[config.mk]
export PLATFORM = sky130hd
export DESIGN_NAME = irrigation_display_scanner
export DESIGN_NICKNAME = d
export VERILOG_FILES = /design/src/rtl/irrigation_pkg.sv /design/src/rtl/irrigation_seg_rom.sv /design/src/rtl/irrigation_display_scanner.sv
export SDC_FILE = /design/constraint.sdc
export NUM_CORES = 1
export LEC_CHECK = 0
export ABC_CLOCK_PERIOD_IN_PS = 5100
export CORE_MARGIN = 10
export CORE_UTILIZATION = 50
export DETAILED_ROUTE_END_ITERATION = 8
export PLACE_DENSITY_LB_ADDON = 0.1
export SLEW_MARGIN = 0
export SYNTH_ARGS = -nofsm -noshare
export SYNTH_HDL_FRONTEND = slang
export SYNTH_SLANG_ARGS = --single-unit
[constraint.sdc]
create_clock -name clk -period 5.1 [get_ports clk]
set_clock_uncertainty 0.1 [all_clocks]
set_input_delay 1.02 -clock clk [delete_from_list [all_inputs] [get_ports clk]]
set_output_delay 1.02 -clock clk [all_outputs]
set_load 0.005 [all_outputs]
[src/rtl/irrigation_pkg.sv]
// Shared code values, segment patterns and scan FSM states for the irrigation display scanner.
// Segment bit order is {g,f,e,d,c,b,a}, active-high.
package irrigation_pkg;

  localparam logic [1:0] IRR_BLANK     = 2'b00;
  localparam logic [1:0] IRR_SPRINKLER = 2'b01;
  localparam logic [1:0] IRR_DRIP      = 2'b10;
  localparam logic [1:0] IRR_NOAUTH    = 2'b11;

  localparam logic [6:0] SEG_BLANK     = 7'h00;
  localparam logic [6:0] SEG_SPRINKLER = 7'h77;  // 'A'
  localparam logic [6:0] SEG_DRIP      = 7'h3D;  // 'G'
  localparam logic [6:0] SEG_NOAUTH    = 7'h40;  // '-'

  typedef enum logic [1:0] {
    ST_IDLE  = 2'd0,
    ST_BLANK = 2'd1,
    ST_DRIVE = 2'd2
  } scan_state_t;

endpackage

[src/rtl/irrigation_seg_rom.sv]
// Combinational 2-bit irrigation code to active-high 7-segment pattern lookup.
// No latency; no flow control.
module irrigation_seg_rom
  import irrigation_pkg::*;
(
  input  logic [1:0] i_code,
  output logic [6:0] o_seg
);

  always_comb begin
    o_seg = SEG_BLANK;
    case (i_code)
      IRR_BLANK:     o_seg = SEG_BLANK;
      IRR_SPRINKLER: o_seg = SEG_SPRINKLER;
      IRR_DRIP:      o_seg = SEG_DRIP;
      IRR_NOAUTH:    o_seg = SEG_NOAUTH;
      default:       o_seg = SEG_BLANK;
    endcase
  end

endmodule

[src/rtl/irrigation_display_scanner.sv]
// Time-multiplexes N_ZONES irrigation codes onto one 7-segment bus with anti-ghost blanking.
// Optional blinking of no-auth zones is enabled by defining IRRIG_BLINK_EN.
module irrigation_display_scanner
  import irrigation_pkg::*;
#(
  parameter int N_ZONES    = 4,
  parameter int SCAN_DIV   = 50000,
  parameter int GHOST_CYC  = 2,
  parameter int BLINK_DIV  = 25,
  parameter int ACTIVE_LOW = 1
)(
  input  logic                 clk,
  input  logic                 rst_n,
  input  logic                 en_i,
  input  logic [2*N_ZONES-1:0] mode_i,
  output logic [6:0]           seg_o,
  output logic [N_ZONES-1:0]   digit_o,
  output logic                 frame_o
);

  localparam int CNT_W = (SCAN_DIV > 1) ? $clog2(SCAN_DIV) : 1;
  localparam int IDX_W = (N_ZONES > 1) ? $clog2(N_ZONES) : 1;

  localparam logic [CNT_W-1:0] CNT_LAST   = CNT_W'(SCAN_DIV - 1);
  localparam logic [CNT_W-1:0] GHOST_LAST = CNT_W'(GHOST_CYC - 1);
  localparam logic [IDX_W-1:0] IDX_LAST   = IDX_W'(N_ZONES - 1);
  localparam logic             POL        = (ACTIVE_LOW != 0);

  if (N_ZONES < 1 || N_ZONES > 8) begin : g_chk_zones
    $error("N_ZONES must be 1..8");
  end
  if (GHOST_CYC < 1 || SCAN_DIV < GHOST_CYC + 1) begin : g_chk_scan
    $error("need GHOST_CYC >= 1 and SCAN_DIV >= GHOST_CYC+1");
  end
  if (BLINK_DIV < 1) begin : g_chk_blink
    $error("BLINK_DIV must be >= 1");
  end

  scan_state_t          r_state;
  scan_state_t          w_state_nxt;
  logic [CNT_W-1:0]     r_cnt;
  logic [CNT_W-1:0]     w_cnt_nxt;
  logic [IDX_W-1:0]     r_idx;
  logic [IDX_W-1:0]     w_idx_nxt;
  logic                 w_frame_start;
  logic [2*N_ZONES-1:0] r_shadow;
  logic [1:0]           w_code;
  logic [6:0]           w_rom_seg;
  logic [6:0]           w_seg_disp;
  logic [6:0]           w_seg_act;
  logic [N_ZONES-1:0]   w_digit_act;
  logic [6:0]           r_seg;
  logic [N_ZONES-1:0]   r_digit;
  logic                 r_frame;

  // Next-state logic; en_i low overrides every state.
  always_comb begin
    w_state_nxt   = r_state;
    w_cnt_nxt     = r_cnt;
    w_idx_nxt     = r_idx;
    w_frame_start = 1'b0;
    if (!en_i) begin
      w_state_nxt = ST_IDLE;
      w_cnt_nxt   = '0;
      w_idx_nxt   = '0;
    end else begin
      case (r_state)
        ST_IDLE: begin
          w_state_nxt   = ST_BLANK;
          w_cnt_nxt     = '0;
          w_idx_nxt     = '0;
          w_frame_start = 1'b1;
        end
        ST_BLANK: begin
          w_cnt_nxt = r_cnt + 1'b1;
          if (r_cnt == GHOST_LAST) begin
            w_state_nxt = ST_DRIVE;
          end
        end
        ST_DRIVE: begin
          if (r_cnt == CNT_LAST) begin
            w_state_nxt = ST_BLANK;
            w_cnt_nxt   = '0;
            if (r_idx == IDX_LAST) begin
              w_idx_nxt     = '0;
              w_frame_start = 1'b1;
            end else begin
              w_idx_nxt = r_idx + 1'b1;
            end
          end else begin
            w_cnt_nxt = r_cnt + 1'b1;
          end
        end
        default: begin
          w_state_nxt = ST_IDLE;
          w_cnt_nxt   = '0;
          w_idx_nxt   = '0;
        end
      endcase
    end
  end

  always_ff @(posedge clk or negedge rst_n) begin
    if (!rst_n) begin
      r_state  <= ST_IDLE;
      r_cnt    <= '0;
      r_idx    <= '0;
      r_shadow <= '0;
    end else begin
      r_state <= w_state_nxt;
      r_cnt   <= w_cnt_nxt;
      r_idx   <= w_idx_nxt;
      if (w_frame_start) begin
        r_shadow <= mode_i;
      end
    end
  end

  // Entering DRIVE never changes idx or shadow, so the current shadow[idx] is the digit being lit.
  assign w_code = r_shadow[{r_idx, 1'b0} +: 2];

  irrigation_seg_rom u_seg_rom (
    .i_code (w_code),
    .o_seg  (w_rom_seg)
  );

`ifdef IRRIG_BLINK_EN
  localparam int BLINK_W = (BLINK_DIV > 1) ? $clog2(BLINK_DIV) : 1;
  localparam logic [BLINK_W-1:0] BLINK_LAST = BLINK_W'(BLINK_DIV - 1);

  logic [BLINK_W-1:0] r_blink_cnt;
  logic               r_blink_phase;
  logic               r_blink_hide;

  // Hide flag is latched per frame from the phase before this frame's advance.
  always_ff @(posedge clk or negedge rst_n) begin
    if (!rst_n) begin
      r_blink_cnt   <= '0;
      r_blink_phase <= 1'b0;
      r_blink_hide  <= 1'b0;
    end else if (w_frame_start) begin
      r_blink_hide <= r_blink_phase;
      if (r_blink_cnt == BLINK_LAST) begin
        r_blink_cnt   <= '0;
        r_blink_phase <= ~r_blink_phase;
      end else begin
        r_blink_cnt <= r_blink_cnt + 1'b1;
      end
    end
  end

  assign w_seg_disp = (r_blink_hide && (w_code == IRR_NOAUTH)) ? SEG_BLANK : w_rom_seg;
`else
  assign w_seg_disp = w_rom_seg;
`endif

  always_comb begin
    w_digit_act = '0;
    w_seg_act   = SEG_BLANK;
    if (w_state_nxt == ST_DRIVE) begin
      for (int z = 0; z < N_ZONES; z++) begin
        w_digit_act[z] = (w_idx_nxt == IDX_W'(z));
      end
      w_seg_act = w_seg_disp;
    end
  end

  always_ff @(posedge clk or negedge rst_n) begin
    if (!rst_n) begin
      r_seg   <= {7{POL}};
      r_digit <= {N_ZONES{POL}};
      r_frame <= 1'b0;
    end else begin
      r_seg   <= w_seg_act ^ {7{POL}};
      r_digit <= w_digit_act ^ {N_ZONES{POL}};
      r_frame <= w_frame_start;
    end
  end

  assign seg_o   = r_seg;
  assign digit_o = r_digit;
  assign frame_o = r_frame;

endmodule

Yosys cells after proc, flatten, opt, wreduce, memory -nomap -nowiden
Index checks and enable logic that the tools add are counted.

storage, ports and cells
  bits in registers = 40
  bits of input ports = 11
  output and inout bits = 12
  word-level logic and storage cells = 45

operators by class
  $add $sub $neg = 2
  eq/ne operators = 12
  shifts and indexed selects = 1
  multiplexer cells = 18
  bitwise gates (word level) = 2
  reductions and logical operators = 3

operator list
  operator                                                                number
  16-bit 2-to-1 mux                                                       2
  16-bit one-hot mux with 2 select lines                                  1
  7-bit one-hot mux with 4 select lines                                   1
  16-bit by 1-bit adder with 16-bit output, second input constant         1
  16-bit by 1-bit equality test with 1-bit output, second input constant  1
  16-bit equality test, second input constant                             1
  2-bit equality test, second input constant                              7
  2-bit 2-to-1 mux                                                        6
  8-bit by 4-bit indexed part select with 2-bit output                    1
  7-bit 2-to-1 mux                                                        1
  7-bit inverter                                                          1
  2-bit by 1-bit equality test with 1-bit output, second input constant   3
  2-bit logical NOT                                                       3
  2-bit one-hot mux with 3 select lines                                   1
  4-bit 2-to-1 mux                                                        1
  4-bit inverter                                                          1
  2-bit one-hot mux with 2 select lines                                   1
  1-bit 2-to-1 mux                                                        3
  2-bit by 1-bit adder with 2-bit output, second input constant           1
  1-bit one-hot mux with 2 select lines                                   1

Longest topological paths before layout
Gate-level depths: netlist of run 1.

  depth after elaboration = 8
  mapped depth = 8
  mapped depth without buffers = 7

Modules after synthesis
Synthesis of run 1 repeated with hierarchy kept, for this count alone.

second synthesis, totals
  cells, all modules = 172
  area total of the unflattened synthesis = 1924.3 um^2

by module, submodules not included
  module                      times used  cells each  area an instance (um^2)  sequential area each (um^2)
  irrigation_display_scanner  1           162         1846.8                   1014.7
  irrigation_seg_rom          1           10          77.6                     0.0

Worst setup path before layout of run 1
Ideal clock, no wire load.

  path kind = reg-to-reg
  start = reg r_cnt[11]
  end = reg r_digit[0], in the netlist digit_o[0]
  setup time = 88 ps
  data arrival time = 2209 ps
  required time = 4912 ps
  slack = 2703 ps
  cell stages (with the launch flop) = 5
  path buffers = 0
  clock period less this slack = 2397 ps
  cell sequence = dfrtp_1 > or4_4 > or4_4 > a221oi_4 > or3b_1

on the way
  longest elaborated chain between the ends = 7
  elaborated cells on any way between the ends = 13
  classes of those cells = eq/ne (3); mux (8); bitwise (1); reduce/logical (1)

RTL lines
  element                                                                                                line                                                                  text
  start, declared                                                                                        irrigation_display_scanner.sv:41                                      logic [CNT_W-1:0] r_cnt;
  start signal, assigned                                                                                 irrigation_display_scanner.sv:111                                     r_cnt <= w_cnt_nxt;
  16-bit equality test / 16-bit by 1-bit equality test with 1-bit output (equally long branches)         irrigation_display_scanner.sv:81, irrigation_display_scanner.sv:76
  2-bit 2-to-1 mux (on tied branches)                                                                    irrigation_display_scanner.sv:81, irrigation_display_scanner.sv:76
  2-bit one-hot mux with 3 select lines / 2-bit one-hot mux with 2 select lines (equally long branches)  irrigation_display_scanner.sv:67                                      case (r_state)
  2-bit 2-to-1 mux                                                                                       irrigation_display_scanner.sv:62                                      if (!en_i) begin
  2-bit equality test / 2-bit logical NOT (equally long branches)                                        irrigation_display_scanner.sv:160, irrigation_display_scanner.sv:162
  4-bit 2-to-1 mux *                                                                                     irrigation_display_scanner.sv:160                                     if (w_state_nxt == ST_DRIVE) begin
  4-bit inverter (no line) *                                                                             --
  end signal, assigned                                                                                   irrigation_display_scanner.sv:171                                     r_digit <= {N_ZONES{POL}};
  end signal, assigned                                                                                   irrigation_display_scanner.sv:175                                     r_digit <= w_digit_act ^ {N_ZONES{POL}};
  end, declared                                                                                          irrigation_display_scanner.sv:53                                      logic [N_ZONES-1:0] r_digit;

Every way passes the cells marked *; elsewhere a longest branch is shown, timed or not.
A chain may end at the register's enable or synchronous reset.

Worst setup path after layout of run 1
  start = reg r_cnt[11]
  end = reg r_shadow[6]

on the way
  longest elaborated chain between the ends = 4

RTL lines
  element                                line                               text
  16-bit equality test                   irrigation_display_scanner.sv:81   if (r_cnt == CNT_LAST) begin
  1-bit 2-to-1 mux                       irrigation_display_scanner.sv:81
  1-bit one-hot mux with 2 select lines  irrigation_display_scanner.sv:67
  1-bit 2-to-1 mux                       irrigation_display_scanner.sv:62
  end signal, assigned                   irrigation_display_scanner.sv:114  r_shadow <= mode_i;
  end, declared                          irrigation_display_scanner.sv:46   logic [2*N_ZONES-1:0] r_shadow;

Every way passes these cells.

==> results.cfg, run 1 <==
[clock_tree]
post_cts_buffers = 0
root_buffer = clkbuf_8
postCtsResizedCells = 0
cts_htree_levels = 2
cts_tree = built
cts_buffers = 5
clockBufferDepth = 2
cts.sinks = 37
ctsHoldBuffers = 0
clk_pin_slew_ps = 70
clk_latency_ps = 290

[timing]
slew_headroom_pct = 48.55
fin_crit_ps = 2783
fin_hold_ws_ps = 397.2
post-route-period-util_pct = 54.57
fmax_mhz = 359.3
slew_violations = 0
hold_viol = 0
rsz0062_at_grt = no
setup_viol = 0
tightest_slew_ps = 770.2
fin_setup_tns_ps = 0

[drt]
drt_first_pass_iters = 4
ant_nets = 0
drt-wirelength-per-cell_um = 14.57
viasPerCell = 5.315
first_iter_violations = 78
vias = 1265
route.final.wire_length_um = 3468
drc = 0

[global_route]
overflow = 0
grt_max_degree = 38
grt.total_usage_pct = 11.77
grt_pass1_vias = 1268
antenna_found_initial = 0
grt_pass1_wl_um = 6009

[pwr]
powerDensity_mw_per_mm2 = 256.6
power_w = 0.0005576
seq_power_share_pct = 56.2
p_comb_share_pct = 9.5
p_int_w = 0.0004304
p_sw_w = 0.0001272
irDropWorstVdd_mv = 0.1665
sw_frac_of_total_pct = 22.80
p_clk_share_pct = 34.3
p_leak_nw = 0.8765

[critical_path]
crit_chain = or4_4 > nor4_1 > a31oi_1 > nor2b_1 > mux2_2
r2r_slack_ps = 2320
required_ps = 5180
crit_start = r_cnt[11]$_DFF_PN0_
max_stage_delay_ps = 620
worstRegToRegCells = 5
crit_end = r_shadow[6]$_DFFE_PN0P_
slowest_stage = nor2b_1
cp.depth = 5
critPathBufInv = 0
r2r_end = r_shadow[6]$_DFFE_PN0P_
cp-end-kind = flop
crit_path_start_kind = flop
cp_data_arrival_time_ps = 2860
crit_type = flop to flop
cp_top_family = simple AND/OR/NAND/NOR gates
r2r_start = r_cnt[11]$_DFF_PN0_
path_max_fanout = 9

[layout]
fill_cells = 321
drive_gt1_share_pct = 16.32
fin_cells = 238
final_common_cell = dfrtp_1
area_delta_synth_final_pct = 17.05
layout.nets = 209
most-common-layout-cells = 29 x dfrtp_1, 22 x nor2_1, 22 x clkdlybuf4s50_1
finish.utilization_pct = 59.81
antenna_cells = 0

[floorplan]
rows = 22
die_area_mm2 = 0.006551
coreArea_mm2 = 0.003633
die_w_um = 80.94
io-pin-count = 23
start_util_pct = 51.10
die-height_um = 80.94

[yosys]
synth_cell_types = 37
netlist_area_mm2 = 0.001857
yosys_warnings = 0
synth-edff-count = 0
synth_fp_nets = 188
synth_seq_area_share_pct = 50.40
syn_inst = 168
ys_ff_latch = 37
ys.flop_type = dfrtp_1
syn_avg_cell_area_um2 = 11.05
async_flop_share_pct = 100.0

[place]
dp.cells = 230
port_buffers = 22
gp_congestion = 0.8189
dp_hpwl_um = 2617

[status]
run_status = completed

[worst_hold_path]
hold-path-cell-count = 1
hold_path_class = flop to flop
hold_start = r_cnt[0]$_DFF_PN0_

[job]
maxCapViolations = 0
[synthesized netlist by cell type, drive strengths merged (2+ instances only)]
cell	number	area [um^2]
buf	6	40.04
mux2	8	90.09
xnor2	6	52.55
and4	3	26.28
dfrtp	29	725.7
nand3	9	45.04
ha	9	112.6
and2	2	12.51
nand4	8	50.05
dfstp	8	210.2
xor2	8	70.07
nor2	22	82.58
clkbuf	3	12.51
inv	5	18.77
nand2	13	48.80
nor4	2	12.51
or3	2	12.51
a21oi	3	15.01
or4	4	41.29
nand3b	2	15.01
a31oi	2	12.51
mux4	2	45.04
[metrics by stage]
step / instance area [um^2] / worst slack, ps
global route: 2173 / 2120
global placement: 2092 / 2180
CTS: 2173 / 2303
detailed placement: 2092 / 2142
floorplan: 1857 / 2703
finish: 2173 / 2317
[worst reg2reg max path, stage by stage (launching register included)]
cell	delay, ps
dfrtp_1	440
or4_4	560
nor4_1	410
a31oi_1	140
nor2b_1	620
mux2_2	410
[worst min path at each step]
stage	slack [ps]	end
2_1_floorplan	350	r_cnt[0]$_DFF_PN0_
3_3_place_gp	370	r_cnt[0]$_DFF_PN0_
3_5_place_dp	390	r_cnt[0]$_DFF_PN0_
4_1_cts	400	r_cnt[0]$_DFF_PN0_
5_1_grt	440	r_shadow[3]$_DFFE_PN0P_
6_report	400	r_cnt[0]$_DFF_PN0_
[power groups by stage]
stage               sequential, W  combinational [W]  clock [W]
floorplan                0.000316          0.0000324          0
global placement         0.000318          0.0000511          0
detailed placement       0.000319          0.0000539          0
CTS                      0.000313          0.0000543   0.000197
global route             0.000315          0.0000595   0.000212
finish                   0.000313          0.0000530   0.000191
[sequential cells by signal (all words and copies together), names as in the netlist]
name	cells
r_idx	2
r_shadow	8
digit_o	4
frame_o	1
r_state	2
seg_o	4
r_cnt	16
[final cells by class]
type / instances / area (um^2) / share of cell area (%)
flip-flops and latches: 37 / 935.9 / 43.06
multi-input cells: 117 / 849.6 / 39.09
repair buffers: 23 / 227.7 / 10.48
clock buffers: 7 / 76.32 / 3.512
well taps: 48 / 60.06 / 2.763
inverters: 5 / 18.77 / 0.8636
clock inverters: 1 / 5.005 / 0.2303
[per-layer routing]
layer | track usage (%) | routed length (um)
met5 | 0 | 0
met4 | 5.363 | 55
met3 | 4.857 | 211
met2 | 18.23 | 1657
met1 | 14.00 | 1544
[logic make-up after synthesis]
kind of cell / after synthesis / share of synthesized area, %
multiplexers: 10 / 7.278
XOR/XNOR: 14 / 6.604
adder cells (fa/ha/maj): 9 / 6.065
AO/OA/AOI/OAI: 9 / 4.110
buffers and inverters: 14 / 3.841
AND/OR/NAND/NOR: 75 / 21.70
flip-flops: 37 / 50.40
(Power assumes the default switching activity.)
==> run 2: changes to the inputs <==
Settings changed: ABC_CLOCK_PERIOD_IN_PS 5100 to 2900.
Clock period 5.1 ns to 2.9 ns, I/O delays scaled along.
==> run 2 against run 1 <==
Against the previous run: final area grew 1.7%; wire length rose by 0.37%; clock-buffer cell count fell by 2; fmax grew 10%; global-route usage shrank 0.052 points; first-iteration DRC count rose by 18%; largest cell class unchanged; largest power group unchanged.
==> results.cfg, run 2 (same netlist as run 1, synthesis figures left out) <==
[worst_hold_path]
whs_endpoint = r_cnt[0]$_DFF_PN0_
hold_path_class = flop to flop
hold_start = r_cnt[0]$_DFF_PN0_
hold-path-cell-count = 1

[layout]
largest_reg_flops = 16
regMostFlops = r_cnt
top_regs = r_cnt (16), r_shadow (8)
antenna_cells = 0
layout.nets = 210
fill_cells = 313
most-common-layout-cells = 29 x dfrtp_1, 22 x nor2_1, 22 x clkdlybuf4s50_1
area_delta_synth_final_pct = 19.00
drive_gt1_share_pct = 17.28
final_common_cell = dfrtp_1

[floorplan]
coreArea_mm2 = 0.003633
start_util_pct = 51.10
die_w_um = 80.94
die_area_mm2 = 0.006551
io-pin-count = 23
rows = 22
die-height_um = 80.94

[timing]
rsz0062_at_grt = no
post-route-period-util_pct = 86.91
fin_crit_ps = 2520
hold_viol = 0
fin_setup_tns_ps = 0
setup_viol = 0
slew_headroom_pct = 70.43
slew_violations = 0
tightest_slew_ps = 443.6
fmax_mhz = 396.8

[clock_tree]
ctsHoldBuffers = 0
postCtsResizedCells = 0
cts_htree_levels = 2
cts.sinks = 37
cts_buffers = 5
cts_tree = built
clockBufferDepth = 2
post_cts_buffers = 0
clk_pin_slew_ps = 70
clk_latency_ps = 290
root_buffer = clkbuf_8

[critical_path]
path_max_fanout = 8
r2r_start = r_cnt[11]$_DFF_PN0_
crit_start = r_cnt[11]$_DFF_PN0_
crit_type = flop to flop
r2r_slack_ps = 380
required_ps = 3010
r2r_end = digit_o[0]$_DFF_PN1_
cp-end-kind = flop
cp_data_arrival_time_ps = 2630
crit_path_start_kind = flop
worstRegToRegCells = 4

[pwr]
p_leak_nw = 0.8911
irDropWorstVdd_mv = 0.4198
powerDensity_mw_per_mm2 = 486.6
power_w = 0.001075

[global_route]
grt_pass1_wl_um = 6072
grt.total_usage_pct = 11.71
antenna_found_initial = 0
overflow = 0
grt_pass1_vias = 1336
grt_max_degree = 38

[job]
maxCapViolations = 0

[drt]
viasPerCell = 5.389
drc = 0
ant_nets = 0
route.final.wire_length_um = 3481
drt_first_pass_iters = 4
first_iter_violations = 92
vias = 1288
drt-wirelength-per-cell_um = 14.56

[place]
dp_hpwl_um = 2590
gp_congestion = 0.8337
port_buffers = 22

[status]
run_status = completed
==> run 2: cell types whose count changed in the layout (fill, tap and decap cells not counted) <==
cell        delta
clkinv_1       +1
clkbuf_1       -2
clkinv_2       -1
clkinvlp_4     +1
bufinv_16      +1
buf_4          +1
==> run 2: metrics by stage <==
stage / std cells / hold slack (ps) / util (%) / instance area, um^2 / setup WS, ps
2_1_floorplan: 168 / 184.4 / - / 1857 / 503.2
3_5_place_dp: 231 / 380.9 / 57.78 / 2100 / 382.3
5_1_grt: 239 / 425.6 / 60.81 / 2210 / 293.3
6_report: 239 / 386.1 / 60.81 / 2210 / 379.6
4_1_cts: 239 / 388.5 / 60.81 / 2210 / 375.1
3_3_place_gp: 231 / 369.9 / 57.78 / 2100 / 434.3
==> run 2: power breakdown <==
part	internal, W	switching (W)	total (W)
logic	0.0000507	0.0000438	0.0000945
clock network	0.000253	0.000177	0.000430
registers	0.000539	0.0000118	0.000550
total	0.000842	0.000233	0.00108
==> run 2: routing by layer <==
| layer | GRT usage, % | wire, um | vias to the layer above |
|---|---|---|---|
| met2 | 17.99 | 1599 | 24 |
| met5 | 0 | 0 | - |
| met3 | 4.305 | 203 | 10 |
| met1 | 14.52 | 1606 | 626 |
| met4 | 5.017 | 71 | 0 |
| li1 | - | - | 628 |
==> run 2: area by class of cell <==
cell class              count  area, um^2  share of cell area (%)
multi-input cells         117       849.6                   38.45
clock buffers               5       68.82                   3.114
repair buffers             24       235.2                   10.65
inverters                   5       18.77                  0.8494
clock inverters             3       41.29                   1.869
well taps                  48       60.06                   2.718
flip-flops and latches     37       935.9                   42.36
==> run 2: worst max-delay path by stage <==
stage	endpoint	slack (ps)	depth (start not counted)
after floorplan	digit_o[0]$_DFF_PN1_	500	4
after global placement	digit_o[0]$_DFF_PN1_	430	5
after detailed placement	digit_o[0]$_DFF_PN1_	380	4
after CTS	digit_o[0]$_DFF_PN1_	380	4
after global routing	digit_o[0]$_DFF_PN1_	290	4
final	digit_o[0]$_DFF_PN1_	380	4
==> run 2: critical path: stages (launching register included) <==
cell and delay (ps):
dfrtp_1 450, or4_4 560, or4_4 580, a221oi_4 370
or3b_1 380
==> run 3: changes to the inputs <==
Settings changed: SYNTH_HIERARCHICAL set to 1.
==> run 3 against run 2 <==
Against the previous run: fmax up 4.7%; wire length shrank 1.3%; final area is 2.4% higher; power grew 4.5%; clock-buffer cell count up 1; synthesized area is 3.6% higher; global-route usage shrank 0.21 points; sequential share of layout area is 2.5 points higher; first-iteration DRC count increased by 12%; critical path type unchanged; critical endpoint is now r_shadow[0]$_DFFE_PN0P_; largest cell class unchanged; largest power group unchanged.
==> results.cfg, run 3 <==
[status]
run_status = completed

[clock_tree]
root_buffer = clkbuf_8
cts_tree = built
clk_pin_slew_ps = 80
cts.sinks = 40
clockBufferDepth = 2
ctsHoldBuffers = 0
cts_htree_levels = 2
cts_buffers = 5
clk_latency_ps = 290
post_cts_buffers = 0
postCtsResizedCells = 0

[global_route]
grt_pass1_vias = 1339
grt_pass1_wl_um = 6072
grt_max_degree = 41
antenna_found_initial = 0
grt.total_usage_pct = 11.51
overflow = 0

[critical_path]
crit_type = flop to flop
required_ps = 2980
r2r_slack_ps = 490
path_max_fanout = 9
worstRegToRegCells = 7
cp_data_arrival_time_ps = 2480
cp-end-kind = flop
crit_path_start_kind = flop

[yosys]
ys.flop_type = dfrtp_1
syn_avg_cell_area_um2 = 11.19
async_flop_share_pct = 100.0
yosysTopAreaCell = dfrtp_1
syn_inst = 172
synth-edff-count = 0
ys_ff_latch = 40
yosysMostFrequentCell = dfrtp_1
netlist_top_cells_count = 29 x dfrtp_1, 21 x nor2_1, 14 x nand2_1, 12 x nand3_1, 11 x dfstp_2
synth_cell_types = 34
yosys_warnings = 6
ys_top_cells_by_area = dfrtp_1 38%, dfstp_2 15%, ha_1 6.5%, mux2_2 4.7%, nor2_1 4.1%
synth_top_area_share_pct = 37.71
synth_seq_area_share_pct = 52.73
synth_fp_nets = 193
netlist_area_mm2 = 0.001924

[timing]
setup_viol = 0
fin_crit_ps = 2408
hold_viol = 0
post-route-period-util_pct = 83.02
fin_setup_tns_ps = 0
fin_hold_ws_ps = 285.0
tightest_slew_ps = 843.2
rsz0062_at_grt = no
fmax_mhz = 415.4
slew_headroom_pct = 43.78
slew_violations = 0

[place]
gp_congestion = 0.8438
port_buffers = 22
dp_hpwl_um = 2524

[layout]
antenna_cells = 0
largest_reg_flops = 16
most-common-layout-cells = 29 x dfrtp_1, 21 x nor2_1, 21 x clkdlybuf4s50_1
regMostFlops = r_cnt
layout.nets = 216
final_common_cell = dfrtp_1
drive_gt1_share_pct = 16.84
area_delta_synth_final_pct = 17.56

[pwr]
powerDensity_mw_per_mm2 = 496.5
irDropWorstVdd_mv = 0.2929
power_w = 0.001123
p_leak_nw = 0.9340

[drt]
drt_first_pass_iters = 4
viasPerCell = 5.283
route.final.wire_length_um = 3435
first_iter_violations = 103
drt-wirelength-per-cell_um = 14.08
vias = 1289
drc = 0
ant_nets = 0

[floorplan]
coreArea_mm2 = 0.003689
die_w_um = 82.04
start_util_pct = 52.17
die-height_um = 82.04
rows = 22
io-pin-count = 23
die_area_mm2 = 0.006730

[worst_hold_path]
hold_path_class = input port to asynchronous set/reset pin

[job]
maxCapViolations = 0
## run 3: cell types whose count changed after synthesis, moves of 2 or more
| cell | delta |
|---|---|
| nor4b_1 | +2 |
| and3_1 | +3 |
| o21a_1 | +2 |
| nand3b_1 | -2 |
| nand4_1 | -4 |
| and2_1 | -2 |
| nor3_1 | +3 |
| dfstp_2 | +3 |
| inv_1 | +5 |
| a31oi_1 | -2 |
| nand3_1 | +3 |
| or4_4 | -3 |
| or3_1 | -2 |
## run 3: worst paths after layout
kind                                           start                       to
worst max-delay path            r_state[0]$_DFF_PN0_  r_shadow[0]$_DFFE_PN0P_
worst min-delay path                           rst_n      r_cnt[13]$_DFF_PN0_
worst max register to register  r_state[0]$_DFF_PN0_  r_shadow[0]$_DFFE_PN0P_
worst min register to register    r_cnt[0]$_DFF_PN0_       r_cnt[0]$_DFF_PN0_
max in group asynchronous                      rst_n     r_state[1]$_DFF_PN0_
min in group clk                  r_cnt[0]$_DFF_PN0_       r_cnt[0]$_DFF_PN0_
## run 3: layout make-up
cell class | count | area (um^2)
multi-input combinational | 115 | 830.8
inverter | 10 | 37.54
sequential | 40 | 1015
fill | 307 | 1426
clock buffer | 6 | 82.58
timing repair buffer | 23 | 222.7
clock inverter | 2 | 13.76
tap | 48 | 60.06
## run 3: kinds of logic after synthesis
group | count (synthesis) | synth area share [%]
compound gates | 10 | 4.226
buf+inv | 17 | 4.096
mux | 10 | 7.022
simple gates | 71 | 19.05
xor+xnor | 14 | 6.372
flops | 40 | 52.73
fa+ha+maj | 10 | 6.502
## run 3: worst max-delay path, cell delays in order, from the launching register on
cell     delay [ps]
dfrtp_1         420
inv_1            90
ha_1            220
nor4b_1         240
nand4_1         290
nor2_1          170
o21a_1          370
mux2_2          390
## run 3: per-layer routing
layer	GRT usage (%)	part of all wire, %
met5	0	0
met4	4.082	1.3
met3	4.258	6.8
met2	16.93	46
met1	15.18	46
## run 3: power by group
part           total, W  switching [W]  internal [W]
Sequential     0.000605      0.0000173      0.000587
Combinational  0.000133      0.0000666     0.0000664
Clock          0.000385       0.000191      0.000194
## run 3: metrics by stage
step | setup WS [ps] | cells | util [%] | instance area, um^2
2_1_floorplan | 844.5 | 172 | - | 1924
3_3_place_gp | 641.2 | 236 | 58.72 | 2166
3_5_place_dp | 539.5 | 236 | 58.72 | 2166
4_1_cts | 498.6 | 244 | 61.33 | 2262
5_1_grt | 314.3 | 244 | 61.33 | 2262
6_report | 492.4 | 244 | 61.33 | 2262
